--- src/rtl/regf_wr_arbiter.sv ---
// regf_wr_arbiter
//   Round-robin arbiter for the single write port of the 4x8 register file.
//   Requesters may lock the port for consecutive beats. A locked burst is capped
//   at MAX_LOCK beats. The winning address and data are registered onto the
//   regfile write port, one cycle after the beat.
//
// Ports
//   clk       in   1        clock, rising edge
//   rst_b     in   1        asynchronous active-low reset
//   req       in   N_REQ    per-requester request, held until granted
//   lock      in   N_REQ    with req: keep ownership for the next beat
//   req_addr  in   2*N_REQ  packed addresses, requester i at [2*i+1:2*i]
//   req_data  in   8*N_REQ  packed data, requester i at [8*i+7:8*i]
//   gnt       out  N_REQ    combinational one-hot grant (req&gnt at edge = beat)
//   wr_e      out  1        registered regfile write enable
//   wr_addr   out  2        registered regfile write address
//   wr_data   out  8        registered regfile write data
//   locked    out  1        registered, high while in LOCK
//
// state | meaning
// ------+-----------------------------------------------------------------
// ARB   | round-robin scan from ptr; a locked winner moves to LOCK
// LOCK  | owner keeps the port while lock is held, up to MAX_LOCK beats
module regf_wr_arbiter #(
    parameter int N_REQ    = 3,
    parameter int MAX_LOCK = 4
) (
    input  logic                 clk,
    input  logic                 rst_b,
    input  logic [N_REQ-1:0]     req,
    input  logic [N_REQ-1:0]     lock,
    input  logic [2*N_REQ-1:0]   req_addr,
    input  logic [8*N_REQ-1:0]   req_data,
    output logic [N_REQ-1:0]     gnt,
    output logic                 wr_e,
    output logic [1:0]           wr_addr,
    output logic [7:0]           wr_data,
    output logic                 locked
);

    typedef enum logic {
        ST_ARB  = 1'b0,
        ST_LOCK = 1'b1
    } state_t;

    state_t           state, state_nxt;
    logic [1:0]       ptr, ptr_nxt;
    logic [1:0]       owner, owner_nxt;
    logic [3:0]       beat_cnt, beat_cnt_nxt;

    logic             found;
    logic [1:0]       winner;
    logic [1:0]       sel;
    logic             sel_req;
    logic             sel_lock;
    logic [1:0]       sel_addr;
    logic [7:0]       sel_data;
    logic             grant_en;
    logic [N_REQ-1:0] gnt_raw;

    function automatic logic [1:0] inc_mod(input logic [1:0] x);
        if (x == 2'(N_REQ - 1)) begin
            return 2'd0;
        end
        return x + 2'd1;
    endfunction

    // Round-robin scan: candidate order ptr, ptr+1, ... wrapping mod N_REQ.
    always_comb begin
        logic [2:0] idx;
        found  = 1'b0;
        winner = 2'd0;
        idx    = 3'd0;
        for (int k = 0; k < N_REQ; k++) begin
            idx = {1'b0, ptr} + 3'(k);
            if (idx >= 3'(N_REQ)) begin
                idx = idx - 3'(N_REQ);
            end
            for (int i = 0; i < N_REQ; i++) begin
                if (!found && req[i] && (idx == 3'(i))) begin
                    found  = 1'b1;
                    winner = 2'(i);
                end
            end
        end
    end

    // Mux out the selected requester's inputs with constant indices only.
    always_comb begin
        sel      = (state == ST_LOCK) ? owner : winner;
        sel_req  = 1'b0;
        sel_lock = 1'b0;
        sel_addr = 2'd0;
        sel_data = 8'd0;
        for (int i = 0; i < N_REQ; i++) begin
            if (sel == 2'(i)) begin
                sel_req  = req[i];
                sel_lock = lock[i];
                sel_addr = req_addr[2*i +: 2];
                sel_data = req_data[8*i +: 8];
            end
        end
    end

    always_comb begin
        state_nxt    = state;
        ptr_nxt      = ptr;
        owner_nxt    = owner;
        beat_cnt_nxt = beat_cnt;
        grant_en     = 1'b0;
        case (state)
            ST_ARB: begin
                if (found) begin
                    grant_en = 1'b1;
                    ptr_nxt  = inc_mod(winner);
                    if (sel_lock && (MAX_LOCK > 1)) begin
                        // ptr is advanced when the burst ends, not now
                        state_nxt    = ST_LOCK;
                        owner_nxt    = winner;
                        beat_cnt_nxt = 4'd1;
                        ptr_nxt      = ptr;
                    end
                end
            end
            ST_LOCK: begin
                if (sel_req) begin
                    grant_en = 1'b1;
                    if (sel_lock && ((int'(beat_cnt) + 1) < MAX_LOCK)) begin
                        beat_cnt_nxt = beat_cnt + 4'd1;
                    end else begin
                        state_nxt = ST_ARB;
                        ptr_nxt   = inc_mod(owner);
                    end
                end else begin
                    state_nxt = ST_ARB;
                    ptr_nxt   = inc_mod(owner);
                end
            end
            default: begin
                state_nxt = ST_ARB;
            end
        endcase
    end

    always_comb begin
        gnt_raw = '0;
        for (int i = 0; i < N_REQ; i++) begin
            gnt_raw[i] = grant_en && (sel == 2'(i));
        end
    end

    // Grant is forced low during reset even though req is still live.
    assign gnt = rst_b ? gnt_raw : '0;

    always_ff @(posedge clk or negedge rst_b) begin
        if (!rst_b) begin
            state    <= ST_ARB;
            ptr      <= 2'd0;
            owner    <= 2'd0;
            beat_cnt <= 4'd0;
            locked   <= 1'b0;
            wr_e     <= 1'b0;
            wr_addr  <= 2'd0;
            wr_data  <= 8'd0;
        end else begin
            state    <= state_nxt;
            ptr      <= ptr_nxt;
            owner    <= owner_nxt;
            beat_cnt <= beat_cnt_nxt;
            locked   <= (state_nxt == ST_LOCK);
            wr_e     <= grant_en;
            if (grant_en) begin
                wr_addr <= sel_addr;
                wr_data <= sel_data;
            end
        end
    end

endmodule
--- config.mk ---
export PLATFORM = sky130hd
export DESIGN_NAME = regf_wr_arbiter
export DESIGN_NICKNAME = d
export VERILOG_FILES = /design/src/rtl/regf_wr_arbiter.sv
export SDC_FILE = /design/constraint.sdc
export NUM_CORES = 1
export LEC_CHECK = 0
export BUFFER_PORTS_ARGS = -buffer_cell sky130_fd_sc_hd__buf_2
export CAP_MARGIN = 10
export CORE_MARGIN = 3
export CORE_UTILIZATION = 40
export CTS_CLUSTER_SIZE = 16
export DETAILED_ROUTE_END_ITERATION = 16
export PLACE_DENSITY = 0.71
export SYNTH_ARGS = -nofsm -noshare
export SYNTH_HDL_FRONTEND = slang
export SYNTH_SLANG_ARGS = --single-unit
--- constraint.sdc ---
create_clock -name clk -period 7.7 [get_ports clk]
set_clock_uncertainty 0.1 [all_clocks]
set_input_delay 0.77 -clock clk [delete_from_list [all_inputs] [get_ports clk]]
set_output_delay 0.77 -clock clk [all_outputs]
set_load 0.01 [all_outputs]
==> results.tsv <==
metric	value	unit
Max H-tree Level	1	
share of total power in the clock network	12.5	%
largest net degree at the start of global routing	30	
count leader, synth	dfrtp_1	
Yosys top cell area share	38.83	%
GPL Wtd Cong	0.7699	
DP HPWL	2.304	mm
antenna cells	0	
Synth area leaders	dfrtp_1 39%, mux2_4 12%, mux2i_1 9.3%	
sequential share of power	27.3	%
fin. max-slew vios	0	
vias per inst	5.223	
CTS tree	done	
post-synth top area cell	dfrtp_1	
Slew HR	21.66	%
Core Util, Final	56.13	%
Die Ht	62.76	um
Primary FF master, synth	dfrtp_1	
routed via count	1149	
CORE AREA	2900	sq um
max incr delay on CP	0.81	ns
Synth Area per Inst	9.990	sq um
Critical Path Start Type	flip-flop	
CTS max path bufs	2	
Routed WL	2.986	mm
total power	0.0006658	W
worst vdd ir	0.0001834	V
crit-path max FO	29	
number of fill cells	280	
worst endpoint data arrival time	3.33	ns
Sw Pwr	0.0002647	W
CTS clk-pin slew, worst paths	0.11	ns
DR pass1 iterations	4	
Worst Hold Class	input pin to async pin	
leak pwr	0.8511	nW
clock latency on the worst-skew pair	0.30	ns
total CTS buffers	3	
setup slack after layout	3.502	ns
post-route minimum period	4.198	ns
sw frac	39.76	%
final hold vios	0	
die width	62.76	um
share of total power in combinational logic	60.2	%
register area share after synthesis	38.83	%
Die Area	3939	sq um
number of global-route vias before repair	1183	
# rows	19	
cell area after synthesis	1289	sq um
EDFF count, synth	0	
Buffers on Ports	52	
DP Area	1575	sq um
post-CTS setup buffer count	0	
initial antenna violation count	0	
Max-Cap Viols	0	
setup slack at placement	3.897	ns
ys async rst share	100.0	%
TNS Setup	0	ns
slew of the pin with the lowest slew margin	1.171	ns
Post-synth top cells	20 x dfrtp_1, 13 x nand3_1, 13 x o21ai_0, 12 x mux2i_1, 10 x mux2_4	
hold buffer count at CTS	0	
post-cts repair resize count	0	
drt drc	0	
I/O pin total	53	
worst path cell trace	inv_1 -> ha_1 -> and2b_1 -> o21ai_1 -> o31ai_4 -> nand3_1 -> a21oi_1 -> o21ai_0 -> nor3_1 -> buf_2	
Req. time, crit path	6.83	ns
synth warn	0	
first-pass GRT wire length	5.057	mm
Pwr Density	409.0	nW/um^2
slowest stage cell, crit path	o31ai_4	
post-DR wirelength/cell	13.57	um
status	finished clean	
CP Class	flip-flop to output pin	
final antenna-violating net count	0	
Yosys cell types	34	
Nets	220	
maximum clock frequency	238.2	MHz
final instance area	1628	sq um
Post-Synthesis Cells	129	
Final period util	54.52	%
RSZ-0062 raised after global routing	no	
Internal	0.0004011	W
Area Growth Syn to Fin	26.31	%
Clock Sinks	20	
Starting Density	44.43	%
GR Overflow Total	0	
Yosys reg bits	20	
Post-Syn Nets	170	
GRT Overall Usage	15.91	%
DR iter-0 viols	45	
layout cell share with drive strength beyond 1	41.01	%
CP Capture Type	output pin	
clk root buf	clkbuf_4	
Final setup viols	0	
-- final timing paths --
kind | cells past startpoint | slack [ns] | end | from
setup / recovery | 10 | 3.50 | gnt[2] | ptr[0]$_DFFE_PN0P_
hold / removal | 1 | 0.30 | owner[0]$_DFFE_PN0P_ | rst_b
setup reg to reg | 9 | 3.94 | wr_addr[1]$_DFFE_PN0N_ | ptr[0]$_DFFE_PN0P_
hold reg to reg | 1 | 0.39 | beat_cnt[3]$_DFFE_PN0P_ | beat_cnt[3]$_DFFE_PN0P_
max in group asynchronous | 1 | 6.89 | beat_cnt[3]$_DFFE_PN0P_ | rst_b
min in group clk | 1 | 0.39 | beat_cnt[3]$_DFFE_PN0P_ | beat_cnt[3]$_DFFE_PN0P_
-- per-stage QoR --
step           instances  hold slack, ns
3_5_place_dp         216          0.3701
3_3_place_gp         216          0.3687
6_report             220          0.2959
5_1_grt              220          0.3021
4_1_cts              220          0.3032
2_1_floorplan        129          0.3472
-- cells by family (layout without fill, tap and decap cells) --
family                   after synthesis  after routing  share of synthesized area, %
AND/OR/NAND/NOR                       35             35                         13.01
buffers and inverters                 16             65                         6.019
AO/OA/AOI/OAI                         31             31                         16.50
multiplexers                          24             24                         22.72
flip-flops                            20             20                         38.83
adder cells (fa/ha/maj)                3              3                         2.913
-- placed cells by master (no fill, tap or decap), drive strengths merged --
cell type / synthesis / routed
a31oi: 1 / 1
o21a: 2 / 2
a211oi: 1 / 1
nand2: 8 / 8
buf: 5 / 53
o21ai: 15 / 15
o21bai: 1 / 1
nor2b: 3 / 3
or2: 1 / 1
o31ai: 2 / 2
nand4: 1 / 1
bufinv: 0 / 1
ha: 3 / 3
o2bb2ai: 1 / 1
clkbuf: 3 / 3
o31a: 1 / 1
a21oi: 3 / 3
mux2i: 12 / 12
o32ai: 1 / 1
mux2: 12 / 12
and2: 1 / 1
nand3: 13 / 13
nor3: 1 / 1
a22oi: 1 / 1
a21o: 1 / 1
nor2: 6 / 6
a2bb2oi: 1 / 1
and2b: 1 / 1
dfrtp: 20 / 20
inv: 8 / 8
-- power groups by stage --
stage | Combinational, W | Sequential [W] | Clock (W)
2_1_floorplan | 0.000303 | 0.000190 | 0
3_3_place_gp | 0.000388 | 0.000182 | 0
3_5_place_dp | 0.000404 | 0.000182 | 0
4_1_cts | 0.000404 | 0.000183 | 0.0000863
5_1_grt | 0.000440 | 0.000190 | 0.0000908
6_report | 0.000401 | 0.000182 | 0.0000834
-- state kept, by name (all words and copies together) (netlist names) --
| signal | count |
|---|---|
| beat_cnt | 4 |
| owner | 2 |
| ptr | 2 |
| state | 1 |
| wr_addr | 2 |
| wr_data | 8 |
| wr_e | 1 |
-- routing by layer --
| metal | wire (um) | GRT usage, % | up-vias | share of wire [%] |
|---|---|---|---|---|
| met4 | 47 | 6.336 | 0 | 1.6 |
| met3 | 253 | 4.496 | 5 | 8.5 |
| met5 | 0 | 0 | - | 0 |
| li1 | - | - | 560 | - |
| met1 | 1256 | 17.71 | 530 | 42 |
| met2 | 1428 | 28.36 | 54 | 48 |
-- cell type report --
cell class / instances / area, sq um / share of cell area, %
inverters: 8 / 30.03 / 1.845
repair buffers: 53 / 267.8 / 16.45
well taps: 42 / 52.55 / 3.228
flip-flops and latches: 20 / 500.5 / 30.75
multi-input cells: 93 / 724.4 / 44.50
clock buffers: 3 / 22.52 / 1.384
clock inverters: 1 / 30.03 / 1.845
-- worst max-delay path, delay by kind of cell, from the launching register on --
family                   cells  cell delay (ns)
adder cells (fa/ha/maj)      1             0.33
AND/OR/NAND/NOR              3             0.71
buffers and inverters        2             0.22
AO/OA/AOI/OAI                4             1.40
flip-flops                   1             0.39
Power figures use the tool's default switching activity.
